$ cat src/rtl/serial_deser.sv
// serial_deser: receiver for the board's LSB-first, button-strobed serial link.
// Frame = start(0) + WIDTH data bits + stop(1); the last good word is shown on
// ledR and two seven-segment digits, and the status is shown on ledG.
// Optional macro SERIAL_DESER_PARITY_EN adds an even-parity bit before the stop bit.

// hex_to_7seg: active-low segment decoder, bit order {g,f,e,d,c,b,a}.
module hex_to_7seg (
  input  logic [3:0] digit,
  output logic [6:0] seg
);

  // Lookup of the segment pattern for one hex digit.
  always_comb begin
    seg = 7'b1111111;
    case (digit)
      4'h0: seg = 7'b1000000;
      4'h1: seg = 7'b1111001;
      4'h2: seg = 7'b0100100;
      4'h3: seg = 7'b0110000;
      4'h4: seg = 7'b0011001;
      4'h5: seg = 7'b0010010;
      4'h6: seg = 7'b0000010;
      4'h7: seg = 7'b1111000;
      4'h8: seg = 7'b0000000;
      4'h9: seg = 7'b0010000;
      4'hA: seg = 7'b0001000;
      4'hB: seg = 7'b0000011;
      4'hC: seg = 7'b1000110;
      4'hD: seg = 7'b0100001;
      4'hE: seg = 7'b0000110;
      4'hF: seg = 7'b0001110;
      default: seg = 7'b1111111;
    endcase
  end

endmodule

module serial_deser #(
  parameter int unsigned WIDTH       = 8,
  parameter int unsigned SYNC_STAGES = 2
) (
  input  logic       clk,
  input  logic       button0,
  input  logic       button2,
  input  logic       button1,
  input  logic       switch8,
  output logic [7:0] ledR,
  output logic [7:0] ledG,
  output logic [6:0] hex,
  output logic [6:0] hex2
);

`ifdef SERIAL_DESER_PARITY_EN
  typedef enum logic [1:0] {IDLE, DATA, PARITY, STOP} state_t;
`else
  typedef enum logic [1:0] {IDLE, DATA, STOP} state_t;
`endif

  localparam logic [3:0] DATA_LAST = 4'(WIDTH);

  logic [SYNC_STAGES-1:0] sync_shift, sync_ack, sync_data;
  logic                   prev_shift, prev_ack;
  logic                   strobe, ack, data;

  state_t           state, state_n;
  logic [3:0]       count, count_n;
  logic [WIDTH-1:0] shreg, shreg_n;
  logic [7:0]       word, word_n;
  logic             valid, valid_n;
  logic             error, error_n;
  logic             overrun, overrun_n;
`ifdef SERIAL_DESER_PARITY_EN
  logic             par_err, par_err_n;
`endif

  // Input synchronisers plus the previous synced level for press detection.
  always_ff @(posedge clk or negedge button0) begin
    if (!button0) begin
      sync_shift <= '0;
      sync_ack   <= '0;
      sync_data  <= '0;
      prev_shift <= 1'b0;
      prev_ack   <= 1'b0;
    end else begin
      sync_shift <= {sync_shift[SYNC_STAGES-2:0], button2};
      sync_ack   <= {sync_ack[SYNC_STAGES-2:0], button1};
      sync_data  <= {sync_data[SYNC_STAGES-2:0], switch8};
      prev_shift <= sync_shift[SYNC_STAGES-1];
      prev_ack   <= sync_ack[SYNC_STAGES-1];
    end
  end

  // Press = synced level falls from 1 to 0; held buttons produce one pulse only.
  assign strobe = prev_shift & ~sync_shift[SYNC_STAGES-1];
  assign ack    = prev_ack & ~sync_ack[SYNC_STAGES-1];
  assign data   = sync_data[SYNC_STAGES-1];

  // Frame state and display/status registers.
  always_ff @(posedge clk or negedge button0) begin
    if (!button0) begin
      state   <= IDLE;
      count   <= '0;
      shreg   <= '0;
      word    <= '0;
      valid   <= 1'b0;
      error   <= 1'b0;
      overrun <= 1'b0;
`ifdef SERIAL_DESER_PARITY_EN
      par_err <= 1'b0;
`endif
    end else begin
      state   <= state_n;
      count   <= count_n;
      shreg   <= shreg_n;
      word    <= word_n;
      valid   <= valid_n;
      error   <= error_n;
      overrun <= overrun_n;
`ifdef SERIAL_DESER_PARITY_EN
      par_err <= par_err_n;
`endif
    end
  end

  // Next-state logic: ack clears flags first so a completing frame overrides it.
  always_comb begin
    state_n   = state;
    count_n   = count;
    shreg_n   = shreg;
    word_n    = word;
    valid_n   = valid;
    error_n   = error;
    overrun_n = overrun;
`ifdef SERIAL_DESER_PARITY_EN
    par_err_n = par_err;
`endif
    if (ack) begin
      valid_n   = 1'b0;
      error_n   = 1'b0;
      overrun_n = 1'b0;
    end
    if (strobe) begin
      case (state)
        IDLE: begin
          if (!data) begin
            state_n = DATA;
            count_n = '0;
            shreg_n = '0;
          end
        end
        DATA: begin
          for (int unsigned i = 0; i + 1 < WIDTH; i++) shreg_n[i] = shreg[i+1];
          shreg_n[WIDTH-1] = data;
          count_n = count + 4'd1;
          if (count_n == DATA_LAST) begin
`ifdef SERIAL_DESER_PARITY_EN
            state_n = PARITY;
`else
            state_n = STOP;
`endif
          end
        end
`ifdef SERIAL_DESER_PARITY_EN
        PARITY: begin
          par_err_n = (^shreg) ^ data;
          count_n   = count + 4'd1;
          state_n   = STOP;
        end
`endif
        STOP: begin
`ifdef SERIAL_DESER_PARITY_EN
          if (data && !par_err) begin
`else
          if (data) begin
`endif
            word_n             = '0;
            word_n[WIDTH-1:0]  = shreg;
            valid_n            = 1'b1;
            overrun_n          = !ack && (overrun || valid);
          end else begin
            error_n = 1'b1;
          end
          state_n = IDLE;
          count_n = '0;
        end
        default: state_n = IDLE;
      endcase
    end
  end

  assign ledR = word;
  assign ledG = {overrun, error, valid, (state != IDLE), count};

  hex_to_7seg u_hex_lo (.digit(word[3:0]), .seg(hex));
  hex_to_7seg u_hex_hi (.digit(word[7:4]), .seg(hex2));

endmodule

$ cat config.mk
export PLATFORM = sky130hd
export DESIGN_NAME = serial_deser
export DESIGN_NICKNAME = d
export VERILOG_FILES = /design/src/rtl/serial_deser.sv
export SDC_FILE = /design/constraint.sdc
export NUM_CORES = 1
export LEC_CHECK = 0
export CORE_MARGIN = 8
export CORE_UTILIZATION = 52
export CTS_CLUSTER_SIZE = 16
export DETAILED_ROUTE_END_ITERATION = 10
export HOLD_SLACK_MARGIN = 0.05
export PLACE_DENSITY = 0.85
export SYNTH_ARGS = -nofsm -noshare
export SYNTH_HDL_FRONTEND = slang
export SYNTH_SLANG_ARGS = --single-unit
export TNS_END_PERCENT = 50
$ cat constraint.sdc
create_clock -name clk -period 2.5 [get_ports clk]
set_input_delay 0.75 -clock clk [delete_from_list [all_inputs] [get_ports clk]]
set_output_delay 0.75 -clock clk [all_outputs]
set_load 0.01 [all_outputs]
==> impl_summary.md, run 1 <==
Run status
The flow ran to the end, and the final reports show no timing, DRC or antenna violations.

Logic synthesis
The synthesized design contains 0 enable-type register cells. After synthesis, the cell types taking the most area are sky130_fd_sc_hd__dfrtp_1 44%, sky130_fd_sc_hd__mux2i_1 11%, sky130_fd_sc_hd__ha_1 8.7%, sky130_fd_sc_hd__o21ai_0 4.0%, sky130_fd_sc_hd__nand2_1 3.8%. The share of the synthesized area in the top cell type is 44.1%.

Synthesis instantiated 34 different standard cells from the library. By count the netlist is led by 33 x sky130_fd_sc_hd__dfrtp_1, 21 x sky130_fd_sc_hd__mux2i_1, 19 x sky130_fd_sc_hd__nand2_1, 17 x sky130_fd_sc_hd__inv_1, 15 x sky130_fd_sc_hd__o21ai_0. When the netlist entered floorplanning its net count stood at 195.

The synthesized design contains 33 register bits. sky130_fd_sc_hd__dfrtp_1 is the most common cell in the netlist. The dominant synthesized flop cell is sky130_fd_sc_hd__dfrtp_1. The cell count after synthesis came out at 177. For this run, the number of Yosys warnings is 0. Summed over all instances, the cell type with the most area after synthesis is sky130_fd_sc_hd__dfrtp_1. The total standard cell area after synthesis is 0.00187 mm². After synthesis, the share of flip-flops with an asynchronous set or reset is 100%. The share of the Yosys chip area taken by registers is 44.1%.

The per-instance average area after synthesis is 10.6 µm².

Floorplan
The initial utilization of the core area, before any placement, comes to 52.7%. The die is 76.0 µm tall. The die is 76.0 µm wide. The total area inside the core boundary comes to 0.00355 mm². The number of placement rows is 22.

The die covers 0.00578 mm². The top-level I/O count is 35.

GRT
The initial antenna violation count is 0. The pin count of the biggest net entering global routing is 34. The via count of the first global-routing pass is 1389. The overflow left after global routing is 0. Across every metal layer, demand over resource in global routing totals 12.8%. The global-route wire length before repair is 6240 µm.

Routing
After detailed routing, the number of vias per cell comes to 5.30. The count of nets left with antenna violations after detail routing is 0. Summing over every cut layer, the via total after detailed routing is 1436. In the routed design, unresolved DRC markers number 0. The routed length per placed instance is 13.3 µm. The total length of routed wires is 3590 µm. The first-pass iteration count of the detailed router is 4. The DRC violation total after the first TritonRoute iteration is 41.

Clock tree
The buffer cell driving the clock tree root is sky130_fd_sc_hd__clkbuf_4. In this run the post-CTS setup repair buffer count came out at 0. The clock passes through at most 2 buffers. The count of clock tree sinks is 33.

The worst-skew pair later-pin latency is 330 ps. The clock transition at the register clock pins on the worst setup and hold paths after CTS is 100 ps. CTS built an H-tree with a depth of 2.

The TritonCTS buffer count is 5. The clock tree from TritonCTS is yes.

Critical path
The worst setup path is launched from a register. For the worst setup path, the data arrival time is 1700 ps. The critical register-to-register path startpoint is state[0]. Tracing the worst setup path back leads to its startpoint at ledR[0]. The number of cells traversed by the worst register-to-register path is 4. The critical path data required time is 1750 ps.

Of all nets on the critical path, the largest fanout is 5. The endpoint type of the worst setup path is an output port. The critical path start-end classification is register to output port.

Timing
The clock period minus worst slack is 2450 ps. Setup repair after global routing could not meet its margin everywhere. The final-report max-slew violation count is 0. Setup violations remaining at the end of the flow were counted as 0. The slew of the pin with the lowest slew margin is 516 ps.

The worst path uses 98.1% of the clock period. The number of failing hold endpoints at the final stage came to 0. The worst setup skew after layout is 3.82 ps. Across all hold checks on the routed design, the worst slack comes to 357 ps.

In this run the tightest slew margin relative to its limit is 65.6%. The achievable clock frequency is 408 MHz.

Hold path
The number of cells on the worst hold path is 0. The tightest min-delay check is of the register to register type. The startpoint identified for the worst hold timing path is sync_ack[0].

Cells and area
The ratio of cells with drive above 1 in the final layout is 24.7%. The number of inserted diodes is 0. The final design utilization is 68.6%. The final-stage net count is 240. The layout overhead on the synthesized area is 30.1%.

Pwr
The total power after layout is 0.00139 W. The maximum resistive drop on vdd is 422 µV. The power density over the cells is 570 mW/mm². For this design the static power due to leakage is 1.11 nW.

Placed design
At the end of routability-driven placement, the weighted congestion stood at 0.845. The placed wire-length estimate after detailed placement is 2690 µm. The count of buffers added on input and output ports is 34.

Job
Max-cap violations in this run came to 0.
[final timing paths]
kind | endpoint | slack (ps)
min in group asynchronous | count[3] | 800
max reg2reg | ledR[3] | 680
max in group asynchronous | ledR[3] | 1390
min | sync_ack[1] | 360
min reg2reg | sync_ack[1] | 360
max | hex[3] | 50
[final cells by class]
type / instances / area [µm²]
Fill cell: 274 / 1110
Multi-Input combinational cell: 115 / 963
Sequential cell: 33 / 828
Timing Repair Buffer: 50 / 419
Clock inverter: 3 / 65.1
Inverter: 17 / 63.8
Tap cell: 48 / 60.1
Clock buffer: 5 / 37.5
[power breakdown]
group	switching (W)	internal, W
clock network	0.000178	0.000310
registers	0.0000624	0.000587
logic	0.000112	0.000140
[what timing repair did]
item                                    4_1_cts  5_1_grt
gates resized for setup                      27       31
hold buffers                                  0        0
gates cloned                                  0        0
endpoints found under the setup margin       14       14
hold endpoints to repair                      0        0
pin swaps                                     0        0
[worst max-delay path, stage by stage, from the launching register on]
cell and delay (ps):
sky130_fd_sc_hd__dfrtp_1 410, sky130_fd_sc_hd__buf_4 170, sky130_fd_sc_hd__ha_2 190, sky130_fd_sc_hd__mux4_2 470
sky130_fd_sc_hd__buf_6 140
[cells in the final DEF (no fill, tap or decap), drive strengths merged, types with 2 or more instances in the layout]
cell type      Yosys  final
nand3              3      3
a22o               2      2
and3               2      2
o211ai             2      2
dfrtp             33     33
nand2b             7      7
inv               17     17
clkdlybuf4s50      0     20
or3                6      6
dlygate4sd2        0      3
mux2i             21     21
nand2             19     19
mux4               2      2
clkbuf             4     13
ha                13     13
bufinv             0      2
nor2               3      3
nand4              2      2
mux2               4      4
or2                2      2
buf                8     18
o21ai             15     15
[per-stage QoR]
step,setup WS (ps),std cells,setup TNS (ps),cell area (µm²)
6_report,48.7,271,0,2440
4_1_cts,-57.7,271,-63.3,2420
5_1_grt,-32.2,271,-32.2,2440
3_5_place_dp,21.2,263,0,2320
3_3_place_gp,69.4,263,0,2320
2_1_floorplan,361,177,0,1870
[kinds of logic after synthesis]
family          synth area share (%)
compound gates                  9.29
xor+xnor                       0.468
fa+ha+maj                       8.68
buf+inv                         7.41
flops                           44.1
mux                             16.8
simple gates                    13.2
[flip-flops by register name, summed over array words and instances, names as in the netlist]
register / count
overrun: 1
sync_shift: 2
prev_shift: 1
ledR: 8
sync_data: 2
count: 4
state: 2
error: 1
prev_ack: 1
sync_ack: 2
valid: 1
shreg: 8
[per-layer routing]
| metal | track usage, % | wire [µm] | up-vias | part of all wire, % |
|---|---|---|---|---|
| met5 | 0 | 0 | - | 0 |
| met4 | 5.29 | 69 | 0 | 1.9 |
| met3 | 4.83 | 229 | 9 | 6.4 |
| met2 | 20.4 | 1680 | 39 | 47 |
| met1 | 15.1 | 1620 | 693 | 45 |
| li1 | - | - | 695 | - |
(Power assumes the default switching activity.)
==> run 2: changes to the inputs <==
--- a/config.mk
+++ b/config.mk
@@ -5,12 +5,13 @@
 export SDC_FILE = /design/constraint.sdc
 export NUM_CORES = 1
 export LEC_CHECK = 0
+export ABC_AREA = 1
 export CORE_MARGIN = 8
-export CORE_UTILIZATION = 52
+export CORE_UTILIZATION = 51
 export CTS_CLUSTER_SIZE = 16
 export DETAILED_ROUTE_END_ITERATION = 10
 export HOLD_SLACK_MARGIN = 0.05
-export PLACE_DENSITY = 0.85
+export PLACE_DENSITY = 0.84
 export SYNTH_ARGS = -nofsm -noshare
 export SYNTH_HDL_FRONTEND = slang
 export SYNTH_SLANG_ARGS = --single-unit
==> run 2 against run 1 <==
Against the previous run: global-route usage up 0.11 points; critical path type unchanged; routed wire length shrank 4.5%; sequential power decreased by 8.9%; non-clock buffer count shrank 6; hold slack gained 1.5 ps; critical path depth up 2.
==> impl_summary.md, run 2 <==
Run status
The run finished with clean final reports.

GRT
For met3 alone, demand over resource in global routing was 4.61%. The pin count of the biggest net entering global routing is 34. met2 is the most crowded layer. Global routing used 22.6% of the available met2 tracks.

The initial antenna violation count was 0. The met1 capacity usage during global routing is 13.9%. The via count of the first global-routing pass came to 1374. The global-route total usage across every layer is 12.9%. Global routing finished with a remaining overflow of 0. The first global-routing pass estimated 5700 µm of wire.

Timing
The clock period minus worst slack is 2470 ps. The number of failing hold endpoints at the final stage is 0. The achievable clock frequency is 405 MHz. The slew of the pin with the lowest slew margin is 452 ps. The worst path uses 98.9% of the clock period. The setup violation total in the final timing report is 0. Setup repair after global routing could not meet its margin everywhere.

The post-route worst setup slack is 27.9 ps. In this run the tightest slew margin relative to its limit is 69.8%. The final-report max-slew violation count is 0. The worst setup skew after layout is 5.41 ps.

Pwr
For this design the total switching power over the nets is 0.000266 W. The analysis attributes to cell leakage a power of 1.16 nW. Power spread over the standard cell area amounts to 491 mW/mm². The switching share of power is 23.7%. Internal power comes to 0.000857 W.

In this run, flip-flops and latches consume 52.7% of the power. After layout, the design draws a total of 0.00112 W. The maximum resistive drop on vdd is 369 µV. The clock network is responsible for 36.4% of the overall power. The power share of the combinational group is 11.0%.

Placed design
The placed wire-length estimate after detailed placement is 2590 µm. The placed instances occupy a cell area of 0.00220 mm². The pre-CTS setup slack is 23.5 ps.

After detailed placement, the design holds a cell count of 284. The number of buffers inserted by port buffering is 34. At the end of routability-driven placement, the weighted congestion stood at 0.849.

Logic synthesis
After synthesis the cells add up to 0.00180 mm². Counting instances in the post-synthesis netlist gives the leading cell types as 49 x sky130_fd_sc_hd__nand2_1, 33 x sky130_fd_sc_hd__dfrtp_1, 22 x sky130_fd_sc_hd__inv_1, 14 x sky130_fd_sc_hd__o21ai_0, 13 x sky130_fd_sc_hd__ha_1. After synthesis the netlist holds a flip-flop and latch count of 33. In this run the mean area of a mapped cell was 8.86 µm². The share of the synthesized area in the top cell type is 45.9%.

Yosys mapped a number of flops with a built-in enable equal to 0. The cell type with the largest total area after synthesis is sky130_fd_sc_hd__dfrtp_1. The most used standard cell by instance count after synthesis is sky130_fd_sc_hd__nand2_1. By area the synthesized netlist is led by sky130_fd_sc_hd__dfrtp_1 46%, sky130_fd_sc_hd__nand2_1 10%, sky130_fd_sc_hd__ha_1 9.0%, sky130_fd_sc_hd__inv_1 4.6%, sky130_fd_sc_hd__o21ai_0 3.9%. The cell count after synthesis is 203. The number of distinct library cells after synthesis is 26.

The fraction of registers with async set/reset is 100%. Summing the sequential cell areas from Yosys gives 45.9% of the chip area. When the netlist entered floorplanning its net count stood at 221. The count of yosys warnings during synthesis is 0.

In the synthesized netlist the dominant register cell turns out to be sky130_fd_sc_hd__dfrtp_1.

Clock tree
The clock tree from TritonCTS is yes. The clock passes through at most 2 buffers. Clock tree synthesis inserted a total of 5 buffers. The worst-skew pair later-pin latency is 330 ps.

The buffer cell driving the clock tree root is sky130_fd_sc_hd__clkbuf_4. Counting every sink on the clock net gives 33. After clock tree synthesis, the clock-pin slew on the worst setup and hold paths is 100 ps. The H-tree was split into 2 levels.

Cells and area
The layout overhead on the synthesized area is 27.1%. The finished cells cover 0.00229 mm². In the layout the commonest cells are 48 x sky130_fd_sc_hd__nand2_1, 33 x sky130_fd_sc_hd__dfrtp_1, 22 x sky130_fd_sc_hd__inv_1. The filler-free cell count of the finished design is 293. Cells with a size suffix above 1 make up 15.8% of the layout. The final-stage net count is 264. The number of inserted diodes is 0. The library cell used most frequently in the layout, excluding fill and tap cells, is sky130_fd_sc_hd__nand2_1.

Routing
Before antenna repair, the detailed router went through 4 iterations. The count of nets left with antenna violations after detail routing is 0. The remaining design rule violation count is 0.

The post-detailed-route via-to-cell ratio is 4.98. The final route contains 1460 vias. The DRC violation total after the first TritonRoute iteration is 49. In the final routed layout, each cell accounts on average for 11.7 µm. The final layout contains routed wiring with a total length of 3430 µm.

Critical path
The arrival time at the worst endpoint is 1720 ps. The type of element launching the critical path is a register. The endpoint type of the worst setup path is an output port.

The critical path is of the register to output port type. Of all nets on the critical path, the largest fanout is 4. Data on the critical path is required at its endpoint by 1750 ps.

Floorplan
The die outline width is 75.4 µm. 35 I/O pins were placed. The initial utilization of the core area, before any placement, comes to 53.5%. The die covers 0.00568 mm². The placeable core region is 0.00336 mm². The initialized floorplan defines 21 standard-cell rows. The floorplan step set the die height to 75.4 µm.

Job
Across the run, the number of max-cap violations was 0.

Hold path
The path class of the lowest-slack min-delay path is register to register.
## run 2: final timing paths
kind | from | end | slack [ps] | cells past startpoint
max | ledR[5] | hex2[3] | 30 | 6
min in group asynchronous | button0 | sync_ack[0] | 800 | 2
max reg2reg | state[1] | count[0] | 1200 | 4
max in group asynchronous | button0 | ledR[0] | 1410 | 2
min | sync_ack[0] | sync_ack[1] | 360 | 0
min reg2reg | sync_ack[0] | sync_ack[1] | 360 | 0
## run 2: final cells by class
type | instances | area [µm²]
Inverter | 25 | 95.1
Clock inverter | 1 | 30.0
Tap cell | 46 | 57.6
Timing Repair Buffer | 44 | 397
Sequential cell | 33 | 826
Fill cell | 307 | 1080
Clock buffer | 7 | 55.1
Multi-Input combinational cell | 137 | 826
## run 2: repair_timing
action | in CTS | in global routing
gates resized for setup | 17 | 6
buffers inserted | 1 | 0
hold buffers | 0 | 0
gates cloned | 0 | 0
setup endpoints to repair | 14 | 6
pin swaps | 0 | 0
## run 2: metal layers
layer | vias to the layer above | share of wire (%)
li1 | 748 | -
met1 | 666 | 44
met2 | 42 | 48
met3 | 4 | 6.9
met4 | 0 | 1.0
met5 | - | 0
## run 2: cells by family (layout without fill, tap and decap cells)
kind of cell	Yosys count	in the layout	synth area share, %
fa+ha+maj	13	13	9.05
flops	33	33	45.9
buf+inv	33	77	8.56
compound gates	41	41	13.2
simple gates	83	83	23.2
## run 2: worst max-delay path, cell delays in order (launching register included)
cell	delay [ps]
sky130_fd_sc_hd__dfrtp_1	380
sky130_fd_sc_hd__inv_1	120
sky130_fd_sc_hd__ha_1	260
sky130_fd_sc_hd__o21ai_0	170
sky130_fd_sc_hd__nor2_1	50
sky130_fd_sc_hd__a31oi_1	130
sky130_fd_sc_hd__dlygate4sd2_1	280
## run 2: power by group through the flow
| stage | combinational (W) | sequential [W] | clock [W] |
|---|---|---|---|
| final | 0.000123 | 0.000591 | 0.000408 |
| after global routing | 0.000140 | 0.000596 | 0.000439 |
| after CTS | 0.000127 | 0.000591 | 0.000418 |
| after detailed placement | 0.000126 | 0.000602 | 0 |
| after global placement | 0.000124 | 0.000601 | 0 |
| after floorplan | 0.0000638 | 0.000602 | 0 |
## run 2: through the flow
stage	hold WS (ps)	utilization, %	TNS, ps
3_3_place_gp	333	65.5	0
4_1_cts	361	67.9	0
5_1_grt	364	68.0	-210
3_5_place_dp	338	65.5	0
6_report	358	68.0	0
2_1_floorplan	331	-	0
